## src/rtl/ddr5_cmd_seq.sv

```systemverilog
// ---------------------------------------------------------------------------
// ddr5_cmd_seq
//
// Closed-page command sequencer sitting in front of the DDR5 CA packet
// generator. Each accepted request is turned into ACT, a tRCD wait, then
// RDA/WRA, then a recovery wait before the next request can be taken.
//
// Output command codes: IDLE=4'd0, ACT=4'd8, WRA=4'd5, RDA=4'd12.
//
// Handshake: a request transfers on a rising clk edge where req_valid and
// req_ready are both high. req_ready is combinational (IDLE and not in
// reset); req_valid may rise or fall freely and has no effect until that
// transfer edge. The req_* payload is only sampled on the transfer edge.
//
// Ports
//   clk            in   1    clock, all logic on posedge
//   rst            in   1    synchronous active-high reset
//   req_valid      in   1    request present
//   req_ready      out  1    sequencer can accept a request
//   req_rd         in   1    1 = read (RDA), 0 = write (WRA)
//   req_bg         in   3    bank group
//   req_ba         in   1    bank
//   req_row        in   16   row address
//   req_col        in   10   column address
//   current_state  out  4    registered command code to packet generator
//   bg/ba/row/col  out  3/1/16/10 registered address fields
//   pkt_cs         out  1    high on the first cycle of ACT, RDA and WRA
//   busy           out  1    high whenever the FSM is not in IDLE
//   dbg_state      out  3    raw FSM state for observation
// ---------------------------------------------------------------------------
module ddr5_cmd_seq #(
    parameter int T_RCD = 8,
    parameter int T_REC = 4,
    parameter int CNT_W = 8
) (
    input  logic        clk,
    input  logic        rst,
    input  logic        req_valid,
    output logic        req_ready,
    input  logic        req_rd,
    input  logic [2:0]  req_bg,
    input  logic        req_ba,
    input  logic [15:0] req_row,
    input  logic [9:0]  req_col,
    output logic [3:0]  current_state,
    output logic [2:0]  bg,
    output logic        ba,
    output logic [15:0] row,
    output logic [9:0]  col,
    output logic        pkt_cs,
    output logic        busy,
    output logic [2:0]  dbg_state
);

    // Parameter legality is checked at elaboration.
    if (T_RCD < 2) begin : g_rcd_chk
        $error("ddr5_cmd_seq: T_RCD must be >= 2");
    end
    if (T_REC < 0) begin : g_rec_chk
        $error("ddr5_cmd_seq: T_REC must be >= 0");
    end
    if ((T_RCD >= (2 ** CNT_W)) || (T_REC >= (2 ** CNT_W))) begin : g_cnt_chk
        $error("ddr5_cmd_seq: CNT_W too narrow for T_RCD/T_REC");
    end

    localparam logic [3:0] CODE_IDLE = 4'd0;
    localparam logic [3:0] CODE_ACT  = 4'd8;
    localparam logic [3:0] CODE_WRA  = 4'd5;
    localparam logic [3:0] CODE_RDA  = 4'd12;

    // Timer loads (cycles-1) on state entry. ACT and COL last 2 cycles,
    // the tRCD gap lasts T_RCD-2 cycles, recovery lasts T_REC cycles.
    // The guarded expressions avoid negative loads for the skipped states.
    localparam logic [CNT_W-1:0] LOAD_TWO = CNT_W'(1);
    localparam logic [CNT_W-1:0] LOAD_RCD = CNT_W'((T_RCD > 2) ? (T_RCD - 3) : 0);
    localparam logic [CNT_W-1:0] LOAD_REC = CNT_W'((T_REC > 0) ? (T_REC - 1) : 0);

    typedef enum logic [2:0] {
        S_IDLE = 3'd0,
        S_ACT  = 3'd1,
        S_RCD  = 3'd2,
        S_COL  = 3'd3,
        S_REC  = 3'd4
    } state_t;

    state_t           state, state_nx;
    logic [CNT_W-1:0] timer, timer_nx;
    logic             rd_q;
    logic             accept;
    logic [3:0]       code_nx;
    logic             cs_nx;

    assign req_ready = (state == S_IDLE) && !rst;
    assign accept    = req_valid && req_ready;
    assign busy      = (state != S_IDLE);
    assign dbg_state = state;

    // Next-state, timer and next-output logic.
    always_comb begin
        state_nx = state;
        // Count down, saturating at zero.
        timer_nx = (timer != '0) ? (timer - CNT_W'(1)) : '0;
        code_nx  = CODE_IDLE;
        cs_nx    = 1'b0;

        case (state)
            S_IDLE: begin
                if (accept) begin
                    state_nx = S_ACT;
                    timer_nx = LOAD_TWO;
                end
            end
            S_ACT: begin
                if (timer == '0) begin
                    if (T_RCD == 2) begin
                        state_nx = S_COL;
                        timer_nx = LOAD_TWO;
                    end else begin
                        state_nx = S_RCD;
                        timer_nx = LOAD_RCD;
                    end
                end
            end
            S_RCD: begin
                if (timer == '0) begin
                    state_nx = S_COL;
                    timer_nx = LOAD_TWO;
                end
            end
            S_COL: begin
                if (timer == '0) begin
                    if (T_REC == 0) begin
                        state_nx = S_IDLE;
                        timer_nx = '0;
                    end else begin
                        state_nx = S_REC;
                        timer_nx = LOAD_REC;
                    end
                end
            end
            S_REC: begin
                if (timer == '0) begin
                    state_nx = S_IDLE;
                end
            end
            default: begin
                state_nx = S_IDLE;
                timer_nx = '0;
            end
        endcase

        // Outputs are registered, so they are derived from the next state.
        case (state_nx)
            S_ACT:   code_nx = CODE_ACT;
            S_COL:   code_nx = rd_q ? CODE_RDA : CODE_WRA;
            default: code_nx = CODE_IDLE;
        endcase

        // Chip select only on the entry cycle of a command state.
        cs_nx = (state_nx != state) && ((state_nx == S_ACT) || (state_nx == S_COL));
    end

    always_ff @(posedge clk) begin
        if (rst) begin
            state         <= S_IDLE;
            timer         <= '0;
            current_state <= CODE_IDLE;
            pkt_cs        <= 1'b0;
            rd_q          <= 1'b0;
            bg            <= '0;
            ba            <= 1'b0;
            row           <= '0;
            col           <= '0;
        end else begin
            state         <= state_nx;
            timer         <= timer_nx;
            current_state <= code_nx;
            pkt_cs        <= cs_nx;
            // Address fields hold until the next accepted request.
            if (accept) begin
                rd_q <= req_rd;
                bg   <= req_bg;
                ba   <= req_ba;
                row  <= req_row;
                col  <= req_col;
            end
        end
    end

endmodule

```

## config.mk

```make
export PLATFORM = sky130hd
export DESIGN_NAME = ddr5_cmd_seq
export DESIGN_NICKNAME = d
export VERILOG_FILES = /design/src/rtl/ddr5_cmd_seq.sv
export SDC_FILE = /design/constraint.sdc
export NUM_CORES = 1
export LEC_CHECK = 0
export CAP_MARGIN = 10
export CORE_MARGIN = 4
export CORE_UTILIZATION = 45
export CTS_CLUSTER_SIZE = 10
export DETAILED_ROUTE_END_ITERATION = 8
export HOLD_SLACK_MARGIN = 0.03
export MAX_ROUTING_LAYER = met4
export PLACE_DENSITY = 0.86
export SYNTH_ARGS = -nofsm -noshare
export SYNTH_HDL_FRONTEND = slang
export SYNTH_SLANG_ARGS = --single-unit
```

## constraint.sdc

```tcl
create_clock -name clk -period 3.5 [get_ports clk]
set_input_delay 0.35 -clock clk [delete_from_list [all_inputs] [get_ports clk]]
set_output_delay 0.35 -clock clk [all_outputs]
set_load 0.02 [all_outputs]
```

Word level (Yosys, flattened, before mapping):

Cells that the tools add are included.

* memories kept: 0
* output and inout bits: 40
* latch bits: 0
* flip-flop bits (word level): 47
* bits in writable memories: 0
* bits of input ports: 34
* ROM bits: 0

* shift operators: 0
* mux-type cells: 14
* reductions and logical operators: 9
* magnitude comparators: 0
* add/subtract/negate cells: 1
* divide/modulo/power cells: 0
* bitwise operators: 0
* equality and inequality tests: 7
* multiply operators: 0

Operator list (count)
* $mux 8: 5
* $pmux 8 s5: 1
* $mux 3: 5
* $pmux 3 s5: 1
* $eq 3x2->1 const B: 3
* $logic_not 8->1: 1
* $pmux 4 s2: 1
* $reduce_bool 8->1: 1
* $sub 8x1->8 const B: 1
* $eq 3x1->1 const B: 2
* $mux 4: 1
* $eq 3x3->1 const B: 1
* $logic_and 1x1->1: 3
* $logic_not 3->1: 1
* $ne 3x3->1: 1
* $reduce_bool 3->1: 1
* $logic_not 1->1: 1
* $logic_or 1x1->1: 1

Longest topological paths before layout:

* depth after elaboration: 8
* mapped depth: 7
* mapped depth without buffers: 6

Worst setup path after synthesis:

Ideal clock, no wire load.

* kind: register -> output
* start point: reg state[1], in the netlist dbg_state[1]
* end point: out req_ready
* cell stages (with the launch flop): 3
* arrival: 1268 ps
* required time: 3150 ps
* path slack: 1882 ps
* path through: dfxtp_1 -> buf_2 -> nor4_1

* word-level cells in the longest chain between the ends: 2

Ends and longest elaborated chain
* from (decl): line 86 `state_t state, state_nx;`
* from (signal assigned): line 175 `state <= state_nx;`
* $logic_not 3->1: line 93 `assign req_ready = (state == S_IDLE) && !rst;`
* $logic_and 1x1->1: line 93
* to (decl): line 39 `output logic req_ready,`

No other way between the ends.

Worst setup path in the final report:

* start point: in rst
* end point: out req_ready

* word-level cells in the longest chain between the ends: 2

Ends and longest elaborated chain
* from (decl): line 37 `input logic rst,`
* $logic_not 1->1: line 93
* $logic_and 1x1->1: line 93

No other way between the ends.

==> results.yml <==
global_routing:
  grt_pass1_vias: 1657
  grt.overflow.total: 0
  antenna_found_initial: 0
  grt_pass1_wl_mm: 7.769
  grt_max_degree: 34
  grt_usage_pct: 19.08
yosys:
  ys_types: 33
  syn_avg_cell_area_um2: 8.650
  synth_seq_cells: 46
  ys_warn_count: 0
  synth.top_cell.area_share_pct: 48.61
  synthCells: 219
  synth-edff-count: 0
  ys_seq_area_share_pct: 48.61
  synthTopCellsByArea: "dfxtp_1 (49%), nand2_1 (14%), nand3b_1 (13%), xnor2_1 (1.8%), xor2_1 (1.8%)"
  synth_fp_nets: 255
  synth_ff_type: "dfxtp_1"
  syn-cell-area_um2: 1894
  yosys.area.top_type: "dfxtp_1"
  synthArstFlopShare_pct: 0
layout:
  layout_commonest_cell: "clkdlybuf4s50_1"
  layout_common_cells: "clkdlybuf4s50_1 (72), nand2_1 (71), dfxtp_1 (46)"
  seq_area_um2: 920.9
  design_area_um2: 2718
  diodes: 0
  fillers: 349
  multiInputGateArea_um2: 888.4
  syn_to_final_growth_pct: 43.46
  utilization_pct: 67.45
  drive_gt1_share_pct: 5.208
  nets: 323
job:
  max-cap-violations: 0
timing:
  rsz0062_at_grt: "no"
  clock-skew-final_ns: 0.01144
  worst_pin_slew_ns: 0.6280
  setup_viol: 0
  maxSlewViolCount: 0
  finalSetupTns_ns: 0
  finalCritPeriodShare_pct: 67.22
  relSlewSlack_pct: 58.02
  fmax_mhz: 425.0
  post-route-min-period_ns: 2.353
  hold_viol_final: 0
worst_setup_path:
  cp_data_arrival_time_ns: 2.00
  crit_path_max_fanout: 14
  cp.required_ns: 3.15
  crit_type: "input port to output port"
  start_kind: "input port"
  endpoint_kind: "output port"
clocking:
  clock_path_buffers: 2
  h-tree-depth: 2
  cts_tree: "done"
  clkLatencyLatePin_ns: 0.30
  root_buffer: "clkbuf_8"
  clk_pin_slew_ns: 0.08
  cts.sinks: 46
  cts_setup_buffers: 0
  cts_buffers: 5
  hold_buffers: 0
  cts_resized: 0
routing:
  remaining_drc_errors: 0
  routed_wl_mm: 4.603
  route.met2.wl_mm: 2.203
  vias: 1688
  post_drt_via_cell_ratio: 4.994
  drtAntennaViolNets: 0
  wl_met1_mm: 2.086
  met3_length_um: 223
  dr.pass1.iters: 4
  drt-initial-drc-count: 169
  wl_per_cell_um: 13.62
  highest_layer: "met4"
floorplan:
  core_um2: 4029
  start_util_pct: 47.02
  die_area_um2: 5311
  num_rows: 23
  die_h_um: 72.88
  io_pins: 74
  die_w_um: 72.88
place:
  portBuffers: 72
  dp_hpwl_mm: 3.278
  gp_congestion: 0.8298
  place_area_um2: 2626
power:
  power_density_nw_per_um2: 717.3
  ir_drop_mv: 0.4298
  cellLeakagePower_uw: 0.001134
run_status:
  status: "finished, final reports clean"
min_path:
  min_path_type: "flip-flop to flip-flop"
[kinds of logic (layout without fill, tap and decap cells)]
| group | Yosys count | count (layout) | synth area share, % |
|---|---|---|---|
| AOI/OAI and AO/OA | 9 | 9 | 3.963 |
| xor gates and xnor gates | 8 | 8 | 3.698 |
| muxes | 1 | 1 | 0.5284 |
| adders and majority gates | 2 | 2 | 1.321 |
| buffers and inverters | 17 | 86 | 4.491 |
| other | 1 | 1 | 0.1980 |
| and+or+nand+nor | 135 | 135 | 37.19 |
| DFF | 46 | 46 | 48.61 |
[Yosys cell counts, types with 2 or more instances]
master,n
a21oi_1,2
buf_2,5
buf_4,2
clkbuf_1,6
dfxtp_1,46
ha_1,2
inv_1,3
nand2_1,71
nand3_1,5
nand3b_1,33
nor2_1,9
nor2_2,2
nor3_1,4
nor3b_1,2
o21ai_0,3
xnor2_1,4
xor2_1,4
[worst paths after layout]
path	from	to	slack (ns)	depth (start not counted)
worst max-delay path	rst	req_ready	1.15	3
worst min-delay path	col[1]	col[1]	0.47	2
worst max register to register	dbg_state[1]	ba	1.55	5
worst min register to register	col[1]	col[1]	0.47	2
[area by class of cell]
cell class | instances | area share (%)
sequential | 46 | 33.89
multi-input combinational | 156 | 32.69
timing repair buffer | 75 | 27.35
clock buffer | 7 | 3.177
tap | 50 | 2.302
inverter | 3 | 0.4144
clock inverter | 1 | 0.1842
[worst max-delay path, cell delays in order]
cell and delay [ns]:
clkdlybuf4s50_1 0.65, nor4_1 0.34, clkdlybuf4s50_1 0.65
[layer usage]
layer  up-vias  GRT usage [%]
li1        849              -
met1       780          24.06
met2        48          29.46
met3        11          4.545
met4         0          7.582
met5         -              -
[metrics by stage]
stage	power (uW)	worst slack, ns	std cells	hold WS (ns)
finish	1949	1.147	338	0.4694
detailed placement	1629	1.051	330	0.4641
floorplan	1313	1.882	219	0.4490
global placement	1598	1.162	330	0.4576
CTS	1964	1.129	338	0.4754
global route	2074	1.048	338	0.4972
[power by group]
part           internal [uW]  switching (uW)  total, uW
Sequential               647             103        750
Clock                    159             169        328
Combinational            408             462        871
Total                   1210             734       1950
[state kept, by name (all words and copies together), names as in the netlist]
signal / flops
row: 16
col: 10
timer: 8
bg: 3
current_state: 3
dbg_state: 3
ba: 1
pkt_cs: 1
rd_q: 1
Note: power is estimated with default switching activity, not from simulation.
==> RTL change 1 (same settings) <==
`CNT_W`: 8 -> 6.
--- a/src/rtl/ddr5_cmd_seq.sv
+++ b/src/rtl/ddr5_cmd_seq.sv
@@ -32,5 +32,5 @@
     parameter int T_RCD = 8,
     parameter int T_REC = 4,
-    parameter int CNT_W = 8
+    parameter int CNT_W = 6
 ) (
     input  logic        clk,
Check against the original RTL: no difference found for any inputs over 10 cycles, from zero or initial values and one cycle with rst high; that may be too few to reach the edited logic, so the function may still have changed.
==> RTL change 1 against the unedited design <==
- cell count decreased by 11%
- setup slack improved by 12 ps
- die area decreased by 2.5%
- clock skew decreased by 5.7 ps
- wire length decreased by 1.3%
- total power decreased by 5.1%
- area after synthesis decreased by 2.8%
- final area decreased by 2.0%
- sequential cell count decreased by 2
- count of clock-buffer cells in the layout unchanged
- critical endpoint unchanged
- largest cell class unchanged
==> RTL change 1: results (changes against the unedited design) <==
[outcome]
status=complete, no violations  ; unchanged

[timing]
worst_slew_pin_slew_ps=1030  ; was 628 ps
clock_skew_ps=5.76  ; was 11.4 ps

[place]
dpl_worst_slack_ps=1160  ; was 1050 ps
hpwl_mm=2.99  ; was 3.28 mm
gp_congestion=0.851  ; was 0.830
io_buffers=72  ; unchanged

[yosys]
postSynthNetCount=226  ; was 255
synthDistinctLibCells=39  ; was 33
async_flop_share=0  ; unchanged
synthTopCellsByCount=dfxtp_1 (44), a31o_2 (31), and3_1 (31)  ; was nand2_1 (71), dfxtp_1 (46), nand3b_1 (33)
synth_warnings=0  ; unchanged
ys_seq_area_frac=0.478  ; was 0.486
synth_area_leaders=dfxtp_1 (48%), a31o_2 (15%), and3_1 (11%)  ; was dfxtp_1 (49%), nand2_1 (14%), nand3b_1 (13%)

[cells_and_area]
antenna_cells=0  ; unchanged
num-fill-cells=320  ; was 349
drive_gt1_frac=0.178  ; was 0.0521
largestRegisters=row: 16 flops, col: 10 flops, timer: 6 flops  ; was row: 16 flops, col: 10 flops, timer: 8 flops
finalNetCount=288  ; was 323

[clock_tree]
cts_root_buf=clkbuf_8  ; unchanged
cts_buffers=5  ; unchanged
cts_resized=0  ; unchanged
clk_pin_slew_worst_paths_ps=80  ; about the same
clkLatencyLatePin_ps=290
cts_setup_buffers=0  ; unchanged
htree_levels=2  ; unchanged
cts_buffer_depth=2  ; unchanged

[route]
route.vias.total=1701  ; was 1688
dr.pass1.iters=4  ; unchanged
wirelength_mm=4.54  ; was 4.60 mm
first_iter_violations=186  ; was 169

[global_routing]
grt_start_max_net_pins=34  ; unchanged
grt_usage=0.183  ; was 0.191
grt_pass1_wl_mm=7.47  ; was 7.77 mm
grt_pass1_vias=1644  ; was 1657
antenna_found_initial=0  ; unchanged

[setup_path]
critPathArrivalTime_ps=1990
crit_path_max_fanout=7  ; was 14

[power]
p_leak_nw=1.13  ; about the same
vdd_ir_drop_max_v=0.000393  ; was 0.000430 V

[min_path]
hold_class=register to register  ; unchanged

## RTL change 1: cell types whose count changed after synthesis, sizes merged, moves of 3 or more
cell    change
nor2b       +3
nand3       -4
xnor2       -3
a31o       +31
buf         -5
and3       +30
nand3b     -33
nor2        -5
a21oi       +3
clkbuf     +10
nand2      -69
## RTL change 1: cell type report
type,count,share of cell area
Inverter,5,0.00705
Multi-Input combinational cell,122,0.328
Tap cell,48,0.0226
Timing Repair Buffer,74,0.276
Sequential cell,44,0.331
Clock inverter,1,0.00282
Clock buffer,7,0.0324
## RTL change 1: where the power goes
| group | switching (mW) | internal, mW |
|---|---|---|
| clock | 0.165 | 0.160 |
| sequential | 0.0993 | 0.614 |
| combinational | 0.419 | 0.394 |
| total | 0.683 | 1.17 |
## RTL change 1: per-stage QoR
stage / area, sq um / instances
final: 2660 / 301
after CTS: 2660 / 301
after detailed placement: 2570 / 293
after global routing: 2660 / 301
after floorplan: 1840 / 190
after global placement: 2570 / 293
## RTL change 1: worst max-delay path: stages
cell	delay [ps]
clkdlybuf4s50_1	530
or2_2	400
nor2_1	100
clkdlybuf4s50_1	600
## RTL change 1: per-layer routing
| metal | vias to the layer above | share of wire | track usage |
|---|---|---|---|
| met5 | - | 0 | - |
| met3 | 4 | 0.074 | 0.0457 |
| met2 | 60 | 0.48 | 0.306 |
| met1 | 802 | 0.43 | 0.214 |
| li1 | 835 | - | - |
| met4 | 0 | 0.012 | 0.0647 |
## RTL change 1: cell families (layout without fill, tap and decap cells)
kind of cell,count (synthesis),in the layout,synth area share
AO/OA/AOI/OAI,54,54,0.233
buffers and inverters,24,87,0.0523
AND/OR/NAND/NOR,62,62,0.207
adder cells (fa/ha/maj),2,2,0.0136
other,1,1,0.00204
flip-flops,44,44,0.478
XOR/XNOR,3,3,0.0143
## RTL change 1: final timing paths
check                     from        end  slack [ps]  depth (start not counted)
setup / recovery           rst  req_ready        1160                          4
hold / removal          row[1]     row[1]         490                          1
setup reg to reg  dbg_state[1]     row[8]        1540                          3
hold reg to reg         row[1]     row[1]         490                          1
==> RTL change 2 (config.mk and constraints unchanged) <==
Made on the original files. Make the reset (`rst`) asynchronous in one clocked block. Comments in the files are not updated.
--- a/src/rtl/ddr5_cmd_seq.sv
+++ b/src/rtl/ddr5_cmd_seq.sv
@@ -161,5 +161,5 @@
     end
 
-    always_ff @(posedge clk) begin
+    always_ff @(posedge clk or posedge rst) begin
         if (rst) begin
             state         <= S_IDLE;
Behaviour: differs if rst is asserted again (counterexample within 4 cycles, from zero or initial values and one cycle with rst high); with rst held inactive, the same outputs for 10 cycles.
==> RTL change 2 against the unedited design <==
- wire length decreased by 3.5%
- sequential cell count is the same
- area after synthesis up 6.3%
- total power is 34% higher
- hold slack worse by 34 ps
- die area up 5.6%
- first-iteration DRC count shrank 88%
- final area is 5.2% higher
- utilization fell by 1.8 points
- largest cell class unchanged
- clock skew fell by 7.1 ps
- register-to-register slack lost 280 ps
- combinational power is 45% higher
- critical path depth fell by 1
- setup slack better by 47 ps
==> RTL change 2: results (changes against the unedited design) <==
[route]
wirelength_mm=4.44  ; was 4.60 mm
wl_per_cell_um=16.0  ; was 13.6 um
first_iter_violations=20  ; was 169
route.vias.total=1473  ; was 1688

[clock_tree]
cts_buffers=5  ; unchanged
cts_root_buf=clkbuf_8  ; unchanged
cts_hold_buffers=0  ; unchanged
cts_resized=0  ; unchanged
cts_buffer_depth=2  ; unchanged

[global_routing]
grt_pass1_wl_mm=7.06  ; was 7.77 mm
met2_usage=0.275  ; was 0.295
grt_start_max_net_pins=47  ; was 34
met3_usage=0.0507  ; was 0.0455
grt_usage=0.173  ; was 0.191
gr-usage-met1=0.214  ; was 0.241

[yosys]
synthTopCellsByCount=dfrtp_1 (46), mux2_1 (30), inv_1 (7)  ; was nand2_1 (71), dfxtp_1 (46), nand3b_1 (33)
async_flop_share=1.00  ; was 0
synth_warnings=0  ; unchanged
synth_area_leaders=dfrtp_1 (57%), mux2_1 (17%), buf_4 (1.5%)  ; was dfxtp_1 (49%), nand2_1 (14%), nand3b_1 (13%)
synthCells=156  ; was 219
synthDistinctLibCells=40  ; was 33
ys_seq_area_frac=0.572  ; was 0.486
postSynthNetCount=192  ; was 255

[place]
placed_area_sq_um=2750  ; was 2630 sq um
dpl_worst_slack_ps=1040  ; was 1050 ps
gp_congestion=0.842  ; was 0.830
dp_cells=271  ; was 330
hpwl_mm=3.30  ; was 3.28 mm
io_buffers=72  ; unchanged

[outcome]
status=complete, no violations  ; unchanged

[power]
p_leak_nw=1.19  ; was 1.13 nW
vdd_ir_drop_max_v=0.000413  ; was 0.000430 V

[cells_and_area]
finalNetCount=262  ; was 323
drive_gt1_frac=0.0664  ; was 0.0521
largestRegisters=row: 16 flops, col: 10 flops, timer: 8 flops  ; unchanged

[setup_path]
critPathMaxStageDelay_ps=710  ; was 650 ps
crit_path_max_fanout=13  ; was 14
crit_family=buffers and inverters  ; unchanged

[timing]
maxSlewHeadroom=0.371  ; was 0.580
clock_skew_ps=4.39  ; was 11.4 ps

==> RTL change 2: final timing paths <==
kind	depth (start not counted)	endpoint	slack [ps]	from
max in group asynchronous	2	timer[4]	2280	rst
setup / recovery	2	req_ready	1190	dbg_state[0]
min in group asynchronous	2	row[9]	640	rst
hold / removal	1	current_state[0]	440	rd_q
setup reg to reg	4	col[1]	1270	dbg_state[0]
hold reg to reg	1	current_state[0]	440	rd_q
==> RTL change 2: layout make-up <==
| class | instances | area, sq um |
|---|---|---|
| fill | 349 | 1500 |
| sequential | 46 | 1150 |
| multi-input combinational | 93 | 776 |
| timing repair buffer | 73 | 728 |
| clock buffer | 6 | 82.6 |
| tap | 52 | 65.1 |
| clock inverter | 1 | 30.0 |
| inverter | 7 | 26.3 |
==> RTL change 2: report_power, final <==
part	switching [mW]	total, mW	internal, mW	leakage (nW)
sequential	0.175	0.959	0.784	0.560
combinational	0.612	1.26	0.644	0.572
clock	0.166	0.395	0.228	0.0573
total	0.953	2.61	1.66	1.19
==> RTL change 2: per-layer routing <==
metal	wire, um	part of all wire
met3	421	0.095
met4	56	0.013
met1	1830	0.41
met5	0	0
met2	2140	0.48
==> RTL change 2: logic make-up (layout without fill, tap and decap cells) <==
family / Yosys count / in the layout / share of synthesized area
other: 1 / 1 / 0.00186
xor gates and xnor gates: 3 / 3 / 0.0131
and+or+nand+nor: 33 / 33 / 0.106
muxes: 30 / 30 / 0.168
adders and majority gates: 2 / 2 / 0.0124
AOI/OAI and AO/OA: 24 / 24 / 0.0839
DFF: 46 / 46 / 0.572
buffers and inverters: 17 / 87 / 0.0435
